===== src/rtl/mul_pkg.sv =====
// Shared types and constants for the shift-add multiplier.
// Optional build macro: MUL_RADIX4_EN (two multiplier bits retired per iteration).
package mul_pkg;

  typedef enum logic [1:0] {
    IDLE = 2'd0,
    RUN  = 2'd1,
    DONE = 2'd2
  } mul_state_t;

  localparam int MUL_WIDTH = 16;

`ifdef MUL_RADIX4_EN
  localparam int MUL_BITS_PER_ITER = 2;
`else
  localparam int MUL_BITS_PER_ITER = 1;
`endif

  // Number of RUN cycles needed to consume every multiplier bit.
  function automatic int mul_iters(input int width);
    return width / MUL_BITS_PER_ITER;
  endfunction

  localparam int MUL_ITERS = mul_iters(MUL_WIDTH);

endpackage


===== src/rtl/mul_unit_if.sv =====
// Request/result bundle between the ALU multiply path and mul_unit.
interface mul_unit_if #(
  parameter int WIDTH = 16
);
  logic               start;
  logic [WIDTH-1:0]   mul1;
  logic [WIDTH-1:0]   mul2;
  logic               busy;
  logic               done;
  logic [2*WIDTH-1:0] mulresult;

  modport master (
    output start, mul1, mul2,
    input  busy, done, mulresult
  );

  modport slave (
    input  start, mul1, mul2,
    output busy, done, mulresult
  );
endinterface


===== src/rtl/mul_step.sv =====
// One add-and-shift iteration of the multiplier datapath (purely combinational).
// Optional build macro: MUL_RADIX4_EN selects 0/A/2A/3A from two multiplier bits.
module mul_step #(
  parameter int WIDTH = 16
) (
  input  logic [WIDTH-1:0]   acc,
  input  logic [WIDTH-1:0]   b,
  input  logic [WIDTH-1:0]   a,
`ifdef MUL_RADIX4_EN
  input  logic [WIDTH+1:0]   a3,
`endif
  output logic [WIDTH-1:0]   acc_nxt,
  output logic [WIDTH-1:0]   b_nxt
);

`ifdef MUL_RADIX4_EN
  logic [WIDTH+1:0] addend;
  logic [WIDTH+1:0] sum;

  // Pick the partial product from the two low multiplier bits.
  always_comb begin
    addend = '0;
    unique case (b[1:0])
      2'd0:    addend = '0;
      2'd1:    addend = {2'b00, a};
      2'd2:    addend = {1'b0, a, 1'b0};
      default: addend = a3;
    endcase
  end

  // acc + 3A fits in WIDTH+2 bits, and after the 2-bit shift acc fits in WIDTH again.
  assign sum     = {2'b00, acc} + addend;
  assign acc_nxt = sum[WIDTH+1:2];
  assign b_nxt   = {sum[1:0], b[WIDTH-1:2]};
`else
  logic [WIDTH:0] sum;

  assign sum     = {1'b0, acc} + (b[0] ? {1'b0, a} : {(WIDTH+1){1'b0}});
  assign acc_nxt = sum[WIDTH:1];
  assign b_nxt   = {sum[0], b[WIDTH-1:1]};
`endif

endmodule


===== src/rtl/mul_unit.sv =====
// Iterative unsigned shift-add multiplier; product returned with a one-cycle done pulse.
// Optional build macro: MUL_RADIX4_EN (radix-4 iterations, half the latency).
//
// state | meaning
// IDLE  | waiting for start
// RUN   | one add-and-shift per cycle, busy high
// DONE  | done pulse cycle, result valid; start here chains a new product
module mul_unit
  import mul_pkg::*;
#(
  parameter int WIDTH = MUL_WIDTH
) (
  input logic       clk,
  input logic       rst_n,
  mul_unit_if.slave bus
);

  localparam int ITERS = mul_iters(WIDTH);
  localparam int CNT_W = (ITERS > 1) ? $clog2(ITERS) : 1;

  mul_state_t          state;
  logic [WIDTH-1:0]    a;
  logic [WIDTH-1:0]    b;
  logic [WIDTH-1:0]    acc;
  logic [CNT_W-1:0]    cnt;
  logic                busy_q;
  logic                done_q;
  logic [2*WIDTH-1:0]  result_q;
  logic [WIDTH-1:0]    acc_nxt;
  logic [WIDTH-1:0]    b_nxt;
  logic                last;
`ifdef MUL_RADIX4_EN
  logic [WIDTH+1:0]    a3;
`endif

  assign last = (cnt == CNT_W'(ITERS - 1));

  mul_step #(.WIDTH(WIDTH)) u_step (
    .acc     (acc),
    .b       (b),
    .a       (a),
`ifdef MUL_RADIX4_EN
    .a3      (a3),
`endif
    .acc_nxt (acc_nxt),
    .b_nxt   (b_nxt)
  );

  // Control FSM and datapath registers; the product only updates on the completion edge.
  always_ff @(posedge clk or negedge rst_n) begin
    if (!rst_n) begin
      state    <= IDLE;
      a        <= '0;
      b        <= '0;
      acc      <= '0;
      cnt      <= '0;
      busy_q   <= 1'b0;
      done_q   <= 1'b0;
      result_q <= '0;
`ifdef MUL_RADIX4_EN
      a3       <= '0;
`endif
    end else begin
      done_q <= 1'b0;
      unique case (state)
        IDLE, DONE: begin
          if (bus.start) begin
            a      <= bus.mul1;
            b      <= bus.mul2;
            acc    <= '0;
            cnt    <= '0;
            busy_q <= 1'b1;
            state  <= RUN;
`ifdef MUL_RADIX4_EN
            a3     <= {1'b0, bus.mul1, 1'b0} + {2'b00, bus.mul1};
`endif
          end else begin
            state <= IDLE;
          end
        end
        RUN: begin
          acc <= acc_nxt;
          b   <= b_nxt;
          cnt <= cnt + CNT_W'(1);
          if (last) begin
            result_q <= {acc_nxt, b_nxt};
            busy_q   <= 1'b0;
            done_q   <= 1'b1;
            state    <= DONE;
          end
        end
        default: state <= IDLE;
      endcase
    end
  end

  assign bus.busy      = busy_q;
  assign bus.done      = done_q;
  assign bus.mulresult = result_q;

endmodule


===== src/flat_wrapper.sv =====
// flat-port wrapper written by rule: the top's interface ports become plain ports
module mul_unit_flat import mul_pkg::*;
#(
  parameter int WIDTH = MUL_WIDTH
)
  (clk, rst_n, bus_start, bus_mul1, bus_mul2, bus_busy, bus_done, bus_mulresult);
  mul_unit_if #(.WIDTH(WIDTH)) bus_i ();
  input logic clk;
  input logic rst_n;
  input wire logic [$bits(bus_i.start)-1:0] bus_start;
  input wire logic [$bits(bus_i.mul1)-1:0] bus_mul1;
  input wire logic [$bits(bus_i.mul2)-1:0] bus_mul2;
  output wire logic [$bits(bus_i.busy)-1:0] bus_busy;
  output wire logic [$bits(bus_i.done)-1:0] bus_done;
  output wire logic [$bits(bus_i.mulresult)-1:0] bus_mulresult;
  assign bus_i.start = bus_start;
  assign bus_i.mul1 = bus_mul1;
  assign bus_i.mul2 = bus_mul2;
  assign bus_busy = bus_i.busy;
  assign bus_done = bus_i.done;
  assign bus_mulresult = bus_i.mulresult;
  mul_unit #(.WIDTH(WIDTH)) u_core (.clk(clk), .rst_n(rst_n), .bus(bus_i));
endmodule

===== config.mk =====
export PLATFORM = sky130hd
export DESIGN_NAME = mul_unit_flat
export DESIGN_NICKNAME = d
export VERILOG_FILES = /design/src/rtl/mul_pkg.sv /design/src/rtl/mul_unit_if.sv /design/src/rtl/mul_step.sv /design/src/rtl/mul_unit.sv /design/src/flat_wrapper.sv
export SDC_FILE = /design/constraint.sdc
export NUM_CORES = 1
export LEC_CHECK = 0
export ABC_AREA = 1
export BUFFER_PORTS_ARGS = -buffer_cell sky130_fd_sc_hd__buf_2
export CORE_MARGIN = 1.5
export CORE_UTILIZATION = 49
export CTS_CLUSTER_SIZE = 12
export DETAILED_ROUTE_END_ITERATION = 10
export PLACE_DENSITY_LB_ADDON = 0.05
export SYNTH_ARGS = -nofsm -noshare
export SYNTH_HDL_FRONTEND = slang
export SYNTH_HIERARCHICAL = 1
export SYNTH_SLANG_ARGS = --single-unit

===== constraint.sdc =====
create_clock -name clk -period 6.3 [get_ports clk]
set_clock_uncertainty 0.1 [all_clocks]
set_input_delay 0 -clock clk [delete_from_list [all_inputs] [get_ports clk]]
set_output_delay 0 -clock clk [all_outputs]
set_load 0.02 [all_outputs]

==> results of run 1 <==
worst min path at each step:
stage                     slack [ns]  startpoint                       end
after floorplan                -0.40       rst_n               u_core/a[0]
after global placement         -0.17       rst_n  u_core/bus.mulresult[17]
after detailed placement       -0.17       rst_n  u_core/bus.mulresult[17]
after CTS                       0.01       rst_n             u_core/acc[5]
after global routing            0.03       rst_n             u_core/acc[5]
final                           0.02       rst_n             u_core/acc[5]
cell type report:
cell class                      instances  area, sq um  share of cell area
Clock inverter                          5         80.1              0.0141
Timing Repair Buffer                  104          708               0.124
Multi-Input combinational cell        463         2110               0.371
Clock buffer                           11          141              0.0248
Inverter                               76          285              0.0501
Tap cell                              133          166              0.0292
Sequential cell                        88         2200               0.387
what timing repair did:
item	in CTS	in global routing
hold endpoints to repair	57	0
hold buffers	34	0
setup endpoints to repair	0	0
worst max-delay path, cell delays in order, from the launching register on:
cell     delay (ns)
dfrtp_1        0.41
ha_1           0.25
nand3_4        0.39
nor2_4         0.85
nand2_1        0.13
nand2_1        0.10
registers in the layout, summed over array words and instances (netlist names):
| register | flops |
|---|---|
| u_core/acc | 16 |
| u_core/bus.done | 1 |
| u_core/bus.busy | 1 |
| u_core/b | 16 |
| u_core/state | 2 |
| u_core/bus.mulresult | 32 |
| u_core/a | 16 |
| u_core/cnt | 4 |
synthesized netlist by cell type, types with 2 or more instances:
cell / instances
dfrtp_1: 88
xor2_1: 6
nand3b_1: 2
or2_1: 2
clkbuf_1: 7
ha_1: 17
o21ai_1: 7
nor3_2: 3
buf_6: 3
a21oi_1: 6
inv_2: 6
buf_2: 7
nand2_2: 10
o21ai_0: 25
nand3_1: 11
nand4_1: 2
nand2_1: 346
nor2_1: 15
buf_4: 19
inv_1: 70
nor2_2: 2
through the flow:
step                      worst slack, ns  hold WS [ns]  power (mW)
final                                3.99        0.0207        2.90
after detailed placement             3.99        -0.166        2.45
after global placement               4.05        -0.173        2.42
after global routing                 3.75        0.0307        3.18
after CTS                            3.98        0.0108        2.92
after floorplan                      4.11        -0.396        2.13
cells in the final DEF (no fill, tap or decap), drive strengths merged:
cell         netlist  layout
nand3b             2       2
a21oi              7       7
inv               76      76
nand3             13      13
a211oi             1       1
nor3               3       3
xor2               6       6
fa                 1       1
clkinvlp           0       2
nand2            356     356
xnor2              1       1
dlygate4sd3        0      33
bufinv             0       2
dfrtp             88      88
nor2              18      18
nand4              2       2
o21ai             32      32
or2                3       3
clkinv             0       1
clkbuf             7      11
ha                17      17
buf               29      71
and2               1       1
power breakdown:
group	switching, mW	internal, mW
clock	0.208	0.234
combinational	0.953	0.483
sequential	0.176	0.842
total	1.34	1.56
logic make-up after synthesis:
kind of cell             after synthesis  synth area share
adder cells (fa/ha/maj)               18            0.0481
XOR/XNOR                               7            0.0127
flip-flops                            88             0.455
AND/OR/NAND/NOR                      398             0.333
buffers and inverters                112             0.108
AO/OA/AOI/OAI                         40            0.0427
per-layer routing:
layer | vias up | GRT usage | part of all wire
met2 | 73 | 0.384 | 0.46
met3 | 19 | 0.0383 | 0.033
met5 | - | 0 | 0
met4 | 0 | 0.0832 | 0.019
met1 | 1916 | 0.315 | 0.49
li1 | 2140 | - | -
==> results.py, run 1 <==
metrics = {
    "global_route": {
        "grt_max_degree": 64,
        "antenna_found_initial": 0,
        "grtUsageTotal": 0.234,
        "grt_pass1_vias": 3902,
        "grt_pass1_wl_mm": 18.8,
        "grt-ovfl-total": 0,
    },
    "synth": {
        "syn_area_per_cell_sq_um": 7.29,
        "yosysTopAreaCell": "dfrtp_1",
        "postSynth.asyncResetShare": 1.00,
        "syn_inst": 663,
        "yosys-top-cells-area": "dfrtp_1, nand2_1, inv_1",
        "syn_area_sq_um": 4830,
        "synth_cell_types": 30,
        "yosysSeqAreaShare": 0.455,
        "synth_top_area_frac": 0.455,
        "ys.flop_type": "dfrtp_1",
        "ys_ff_latch": 88,
        "mappedNetlistNets": 716,
        "ys_warn_count": 6,
        "synth_edf_count": 0,
    },
    "routing": {
        "drt-initial-drc-count": 150,
        "viasPerCell": 4.71,
        "drc_errors": 0,
        "wl_per_cell_um": 13.0,
        "postRouteAntennaNets": 0,
        "via_count": 4148,
        "dr.pass1.iters": 4,
        "wl_mm": 11.5,
    },
    "sta": {
        "rsz0062_at_grt": "no",
        "final-setup-viol-count": 0,
        "fin_crit_sh": 0.367,
        "fin_setup_tns_ns": 0,
        "slew_viol_final": 0,
        "relSlewSlack": 0.395,
        "worst_slew_pin_slew_ns": 0.906,
        "hold_viol": 0,
        "finalCriticalPeriod_ns": 2.31,
        "max_freq_mhz": 433,
    },
    "clock_network": {
        "postCtsSetupBuffers": 0,
        "cts_resized": 0,
        "clk_pin_slew_ns": 0.09,
        "clock-root-buffer": "clkbuf_8",
        "clk_latency_ns": 0.37,
        "cts_tree": "built",
        "numCtsBuffers": 9,
        "cts_buffer_depth": 2,
        "h-tree-depth": 3,
        "cts.sinks": 88,
    },
    "min_path": {
        "hold_path.class": "primary input to async pin",
    },
    "power_and_ir_drop": {
        "peakVddDrop_mv": 0.190,
        "power_density_nw_per_um2": 509,
        "p_leak_nw": 3.29,
    },
    "critical_path": {
        "cp-start-kind": "flop",
        "rrSetupSlack_ns": 3.99,
        "worstSetupEndpointType": "flop",
        "crit_path_start": "u_core/cnt[0]",
        "reg2reg_to": "u_core/bus.mulresult[16]",
        "r2r-start": "u_core/cnt[0]",
        "reg2regPathDepth": 5,
        "required_ns": 6.50,
        "cp.arrival_ns": 2.52,
        "path_max_fanout": 35,
        "crit_type": "flop to flop",
        "cp-endpoint": "u_core/bus.mulresult[16]",
    },
    "final_layout": {
        "fin_cells": 880,
        "final_area_sq_um": 5690,
        "drive_gt1_frac": 0.151,
        "antennaDiodeCount": 0,
        "postLayoutCoreUtil": 0.588,
        "area_growth_pct": 17.8,
        "num-fill-cells": 942,
        "nNetsFinal": 795,
    },
    "floorplanning": {
        "dieHeight_um": 102,
        "start_util": 0.499,
        "dieArea_sq_um": 10500,
        "ioPinCount": 69,
        "die_width_um": 102,
        "rows": 36,
        "coreArea_sq_um": 9680,
    },
    "outcome": {
        "status": "completed",
    },
    "placement": {
        "place_area_sq_um": 5120,
        "dp_hpwl_mm": 7.50,
        "placedCellCount": 830,
        "portBuffers": 68,
        "place.gp.congestion": 0.929,
    },
    "job": {
        "cap_violations": 0,
    },
}
No activity file was read; power rests on OpenSTA's default activity.
==> inputs of run 2 (changes only) <==
==> constraint.sdc (replaced) <==
create_clock -name clk -period 2.3 [get_ports clk]
set_clock_uncertainty 0.1 [all_clocks]
set_input_delay 0 -clock clk [delete_from_list [all_inputs] [get_ports clk]]
set_output_delay 0 -clock clk [all_outputs]
set_load 0.02 [all_outputs]
==> run 2 against run 1 <==
- combinational power grew to 2.9 times the previous value
- routed wire length down 1.0%
- die area did not move
- clock-buffer cell count increased by 1
- global-route usage shrank 0.27 points
- utilization is 1.4 points higher
- non-clock buffer count rose by 13
- hold slack gained 0.024 ns
==> results.py, run 2 (same netlist as run 1, synthesis figures left out) <==
metrics = {
    "placement": {
        "placedCellCount": 840,
        "place.gp.congestion": 0.913,
        "dp_hpwl_mm": 7.74,
        "portBuffers": 68,
        "dp_slack_ns": 0.121,
        "place_area_sq_um": 5230,
    },
    "global_route": {
        "grt_pass1_vias": 4003,
        "grt-ovfl-total": 0,
        "grt_pass1_wl_mm": 18.7,
        "grtUsageTotal": 0.232,
        "antenna_found_initial": 0,
        "grt_max_degree": 89,
    },
    "clock_network": {
        "clk_latency_ns": 0.36,
        "cts.sinks": 88,
        "clk_pin_slew_ns": 0.09,
        "numCtsBuffers": 9,
        "clock-root-buffer": "clkbuf_8",
        "cts_buffer_depth": 2,
        "cts_tree": "built",
        "h-tree-depth": 3,
    },
    "power_and_ir_drop": {
        "peakVddDrop_mv": 0.623,
        "power_density_nw_per_um2": 1400,
        "p_leak_nw": 3.35,
    },
    "final_layout": {
        "drive_gt1_frac": 0.166,
        "num-fill-cells": 936,
        "final_common_cell": "nand2_1",
        "final_cell_mix": "nand2_1, dfrtp_1, inv_1, buf_2, dlygate4sd3_1",
        "largest_reg_flops": 32,
        "nNetsFinal": 808,
        "antennaDiodeCount": 0,
        "fin_cells": 893,
        "area_growth_pct": 20.6,
        "final_area_sq_um": 5830,
    },
    "sta": {
        "worst_slack_ns": 0.201,
        "worst_slew_pin_slew_ns": 0.502,
        "final-setup-viol-count": 0,
        "fin_setup_tns_ns": 0,
        "rsz0062_at_grt": "no",
        "finalCriticalPeriod_ns": 2.10,
        "max_freq_mhz": 476,
        "slew_viol_final": 0,
        "fin_crit_sh": 0.912,
        "hold_viol": 0,
        "relSlewSlack": 0.665,
    },
    "floorplanning": {
        "ioPinCount": 69,
        "die_width_um": 102,
        "dieArea_sq_um": 10500,
        "dieHeight_um": 102,
        "coreArea_sq_um": 9680,
        "rows": 36,
        "start_util": 0.499,
    },
    "routing": {
        "via_count": 4178,
        "dr.pass1.iters": 4,
        "wl_mm": 11.3,
        "viasPerCell": 4.68,
        "wl_per_cell_um": 12.7,
        "drt-initial-drc-count": 126,
        "postRouteAntennaNets": 0,
        "drc_errors": 0,
    },
    "critical_path": {
        "required_ns": 2.46,
        "cp.arrival_ns": 2.25,
        "path_max_fanout": 11,
        "worstSetupEndpointType": "flop",
        "cp-start-kind": "flop",
        "crit_type": "flop to flop",
    },
    "min_path": {
        "hold_path.class": "primary input to flop",
    },
    "job": {
        "cap_violations": 0,
    },
    "outcome": {
        "status": "completed",
    },
}
[run 2: path summary, 6_finish.rpt]
kind / slack [ns] / endpoint / from / depth (start not counted)
min in group asynchronous: 0.09 / u_core/bus.mulresult[18] / rst_n / 3
setup reg to reg: 0.20 / u_core/bus.mulresult[26] / u_core/b[0] / 14
hold / removal: 0.04 / u_core/state[0] / bus_start / 3
hold reg to reg: 0.39 / u_core/acc[13] / u_core/acc[13] / 2
setup / recovery: 0.20 / u_core/bus.mulresult[26] / u_core/b[0] / 14
max in group asynchronous: 1.57 / u_core/b[0] / rst_n / 3
[run 2: where the power goes]
group / internal [mW] / total [mW] / leakage [nW] / switching, mW
Sequential: 2.31 / 2.80 / 1.07 / 0.491
Clock: 0.647 / 1.21 / 0.107 / 0.567
Combinational: 1.47 / 4.13 / 2.17 / 2.66
[run 2: cell type report]
type | count | area [sq um] | share of cell area
Inverter | 76 | 285 | 0.0489
Tap cell | 133 | 166 | 0.0285
Clock buffer | 12 | 145 | 0.0249
Clock inverter | 4 | 76.3 | 0.0131
Timing Repair Buffer | 117 | 838 | 0.144
Multi-Input combinational cell | 463 | 2120 | 0.363
Sequential cell | 88 | 2200 | 0.378
[run 2: layer usage]
metal	part of all wire	vias to the layer above	global-route usage
met2	0.47	77	0.389
li1	-	2155	-
met4	0.014	0	0.0780
met1	0.48	1931	0.312
met3	0.031	15	0.0287
met5	0	-	0
[run 2: what timing repair did]
| item | in CTS | in global routing |
|---|---|---|
| hold endpoints to repair | 120 | 0 |
| setup endpoints to repair | 0 | 11 |
| gates resized for setup | 0 | 4 |
| hold buffers | 36 | 0 |
| buffers inserted | 0 | 1 |
[run 2: per-stage QoR]
stage                     hold slack [ns]  total power, mW   util
final                              0.0442             8.14  0.602
after global routing                0.100             8.92  0.602
after CTS                          0.0314             8.18  0.601
after detailed placement          -0.0153             6.88  0.540
after global placement            -0.0192             6.80  0.540
after floorplan                    -0.396             5.84      -
[run 2: worst max-delay path, cell delays in order (launching register included)]
cell	delay, ns
dfrtp_2	0.47
buf_12	0.16
nand2_1	0.06
inv_1	0.04
ha_1	0.33
nand2_1	0.12
inv_1	0.07
a21oi_1	0.17
nand2_2	0.10
nand2_1	0.10
nand2_1	0.06
nand2_1	0.05
nand2_1	0.06
nand2_1	0.07
nand2_1	0.05
==> inputs of run 3 (changes only) <==
==> constraint.sdc (replaced) <==
create_clock -name clk -period 1.9 [get_ports clk]
set_clock_uncertainty 0.1 [all_clocks]
set_input_delay 0 -clock clk [delete_from_list [all_inputs] [get_ports clk]]
set_output_delay 0 -clock clk [all_outputs]
set_load 0.02 [all_outputs]
==> run 3 against run 2 <==
- the flow now finishes with violations (negative setup slack)
- maximum frequency rose by 4.3%
- sequential power rose by 24%
- utilization is 5.5 points higher
- via count increased by 3.3%
- global-route usage rose by 2.1 points
- hold slack improved by 0.015 ns
- first-iteration DRC count is 48% higher
- routed wire length is 8.3% higher
- sequential share of layout area shrank 3.2 points
- worst setup slack lost 0.31 ns
- combinational power up 50%
- cell area increased by 9.1%
- critical path type unchanged
==> results.py, run 3 (same netlist as run 1, synthesis figures left out) <==
metrics = {
    "placement": {
        "dp_slack_ns": -0.161,
        "place.gp.congestion": 0.885,
        "place_area_sq_um": 5450,
        "portBuffers": 68,
        "dp_hpwl_mm": 8.22,
        "placedCellCount": 858,
    },
    "global_route": {
        "grt_pass1_wl_mm": 20.0,
        "grt_pass1_vias": 4200,
        "grt_max_degree": 43,
        "grt-ovfl-total": 0,
        "antenna_found_initial": 0,
        "grtUsageTotal": 0.253,
    },
    "clock_network": {
        "h-tree-depth": 3,
        "numCtsBuffers": 9,
        "clock-root-buffer": "clkbuf_8",
        "clk_latency_ns": 0.39,
        "clk_pin_slew_ns": 0.09,
        "cts_tree": "built",
        "cts.sinks": 88,
        "cts_buffer_depth": 2,
    },
    "final_layout": {
        "fin_cells": 914,
        "drive_gt1_frac": 0.274,
        "final_cell_mix": "nand2_1, dfrtp_1, buf_2, inv_1, dlygate4sd3_1",
        "num-fill-cells": 877,
        "final_area_sq_um": 6360,
        "antennaDiodeCount": 0,
        "final_common_cell": "nand2_1",
        "area_growth_pct": 31.6,
        "nNetsFinal": 829,
        "largest_reg_flops": 32,
        "postLayoutCoreUtil": 0.657,
    },
    "power_and_ir_drop": {
        "p_sw_mw": 5.11,
        "p_leak_nw": 3.46,
        "p_seq_frac": 0.317,
        "p_clk_frac": 0.117,
        "swShare": 0.467,
        "p_int_mw": 5.84,
        "combPwrFrac": 0.566,
        "power_density_nw_per_um2": 1720,
        "finalPower_mw": 10.9,
        "peakVddDrop_mv": 0.730,
    },
    "floorplanning": {
        "dieArea_sq_um": 10500,
        "coreArea_sq_um": 9680,
        "start_util": 0.499,
        "dieHeight_um": 102,
        "die_width_um": 102,
        "ioPinCount": 69,
        "rows": 36,
    },
    "sta": {
        "final-setup-viol-count": 21,
        "worst_slew_pin_slew_ns": 0.461,
        "slew_viol_final": 0,
        "rsz0062_at_grt": "yes",
        "fin_crit_sh": 1.06,
        "fin_setup_tns_ns": -1.32,
        "hold_slack_ns": 0.0593,
        "max_freq_mhz": 497,
        "finalCriticalPeriod_ns": 2.01,
        "hold_viol": 0,
        "worst_slack_ns": -0.111,
        "relSlewSlack": 0.692,
    },
    "job": {
        "cap_violations": 0,
    },
    "routing": {
        "viasPerCell": 4.72,
        "dr.pass1.iters": 4,
        "wl_per_cell_um": 13.4,
        "postRouteAntennaNets": 0,
        "wl_mm": 12.3,
        "via_count": 4315,
        "drt-initial-drc-count": 187,
        "drc_errors": 0,
    },
    "critical_path": {
        "path_max_fanout": 3,
        "crit_type": "flop to flop",
        "cp_top_family": "simple AND/OR/NAND/NOR gates",
        "cp.arrival_ns": 2.19,
        "cp-start-kind": "flop",
        "path_cells": "nand2_1 -> inv_2 -> ha_4 -> fa_2 -> nand2_1 -> nand2_1 -> nand3b_1 -> nand2_2 -> buf_4 -> xor2_2 -> nand2_1 -> nand2_1",
        "worstSetupEndpointType": "flop",
        "crit_buf_inv": 2,
        "cp_slowest_cell": "dfrtp_1",
        "max_stage_delay_ns": 0.44,
        "required_ns": 2.08,
        "cp_common_cell": "nand2_1",
    },
    "min_path": {
        "hold_path.class": "primary input to async pin",
    },
    "outcome": {
        "status": "finished, violations left",
        "violations": "negative setup slack",
    },
}
-- run 3: cell types whose count changed in the layout (fill, tap and decap cells not counted), sizes merged --
cell,change
buf,+19
bufinv,-2
clkbuf,-2
clkinvlp,+1
dlygate4sd3,+2
inv,+3
-- run 3: cell type report --
class,count,area [sq um],area share
clock buffers,10,138,0.0216
inverters,76,285,0.0448
repair buffers,138,1030,0.162
flip-flops and latches,88,2200,0.346
well taps,133,166,0.0262
multi-input cells,463,2490,0.392
clock inverters,6,50.0,0.00787
-- run 3: worst reg2reg max path, cell delays in order, from the launching register on --
cell and delay [ns]:
dfrtp_1 0.44, nand2_1 0.10, inv_2 0.04, ha_4 0.15, fa_2 0.36, nand2_1 0.07
nand2_1 0.06, nand3b_1 0.10, nand2_2 0.09, buf_4 0.15, xor2_2 0.14, nand2_1 0.05
nand2_1 0.05
-- run 3: power by group through the flow --
stage	registers [mW]	clock network, mW	logic (mW)
after floorplan	3.72	0	3.53
after global placement	3.42	0	5.28
after detailed placement	3.43	0	5.42
after CTS	3.45	1.34	5.89
after global routing	3.59	1.39	6.95
final	3.47	1.28	6.19
-- run 3: path summary, 6_finish.rpt --
kind / start / to / slack (ns) / depth (start not counted)
min in group clk: bus_mul1[9] / u_core/a[9] / 0.24 / 4
max in group asynchronous: rst_n / u_core/a[12] / 1.39 / 3
setup reg to reg: u_core/b[0] / u_core/bus.mulresult[21] / -0.11 / 12
setup / recovery: u_core/b[0] / u_core/bus.mulresult[21] / -0.11 / 12
hold / removal: rst_n / u_core/bus.mulresult[20] / 0.06 / 3
hold reg to reg: u_core/a[11] / u_core/a[11] / 0.38 / 2
-- run 3: timing repair --
action,CTS,global route
setup endpoints to repair,25,26
pin swaps,17,18
gates resized for setup,40,34
hold buffers,39,0
buffers inserted,0,1
hold endpoints to repair,122,0
-- run 3: per-layer routing --
metal | vias up | GRT usage | routed length, um
met5 | - | 0 | 0
met1 | 2013 | 0.331 | 5750
met4 | 0 | 0.0864 | 291
met2 | 87 | 0.406 | 5760
li1 | 2199 | - | -
met3 | 16 | 0.0705 | 484
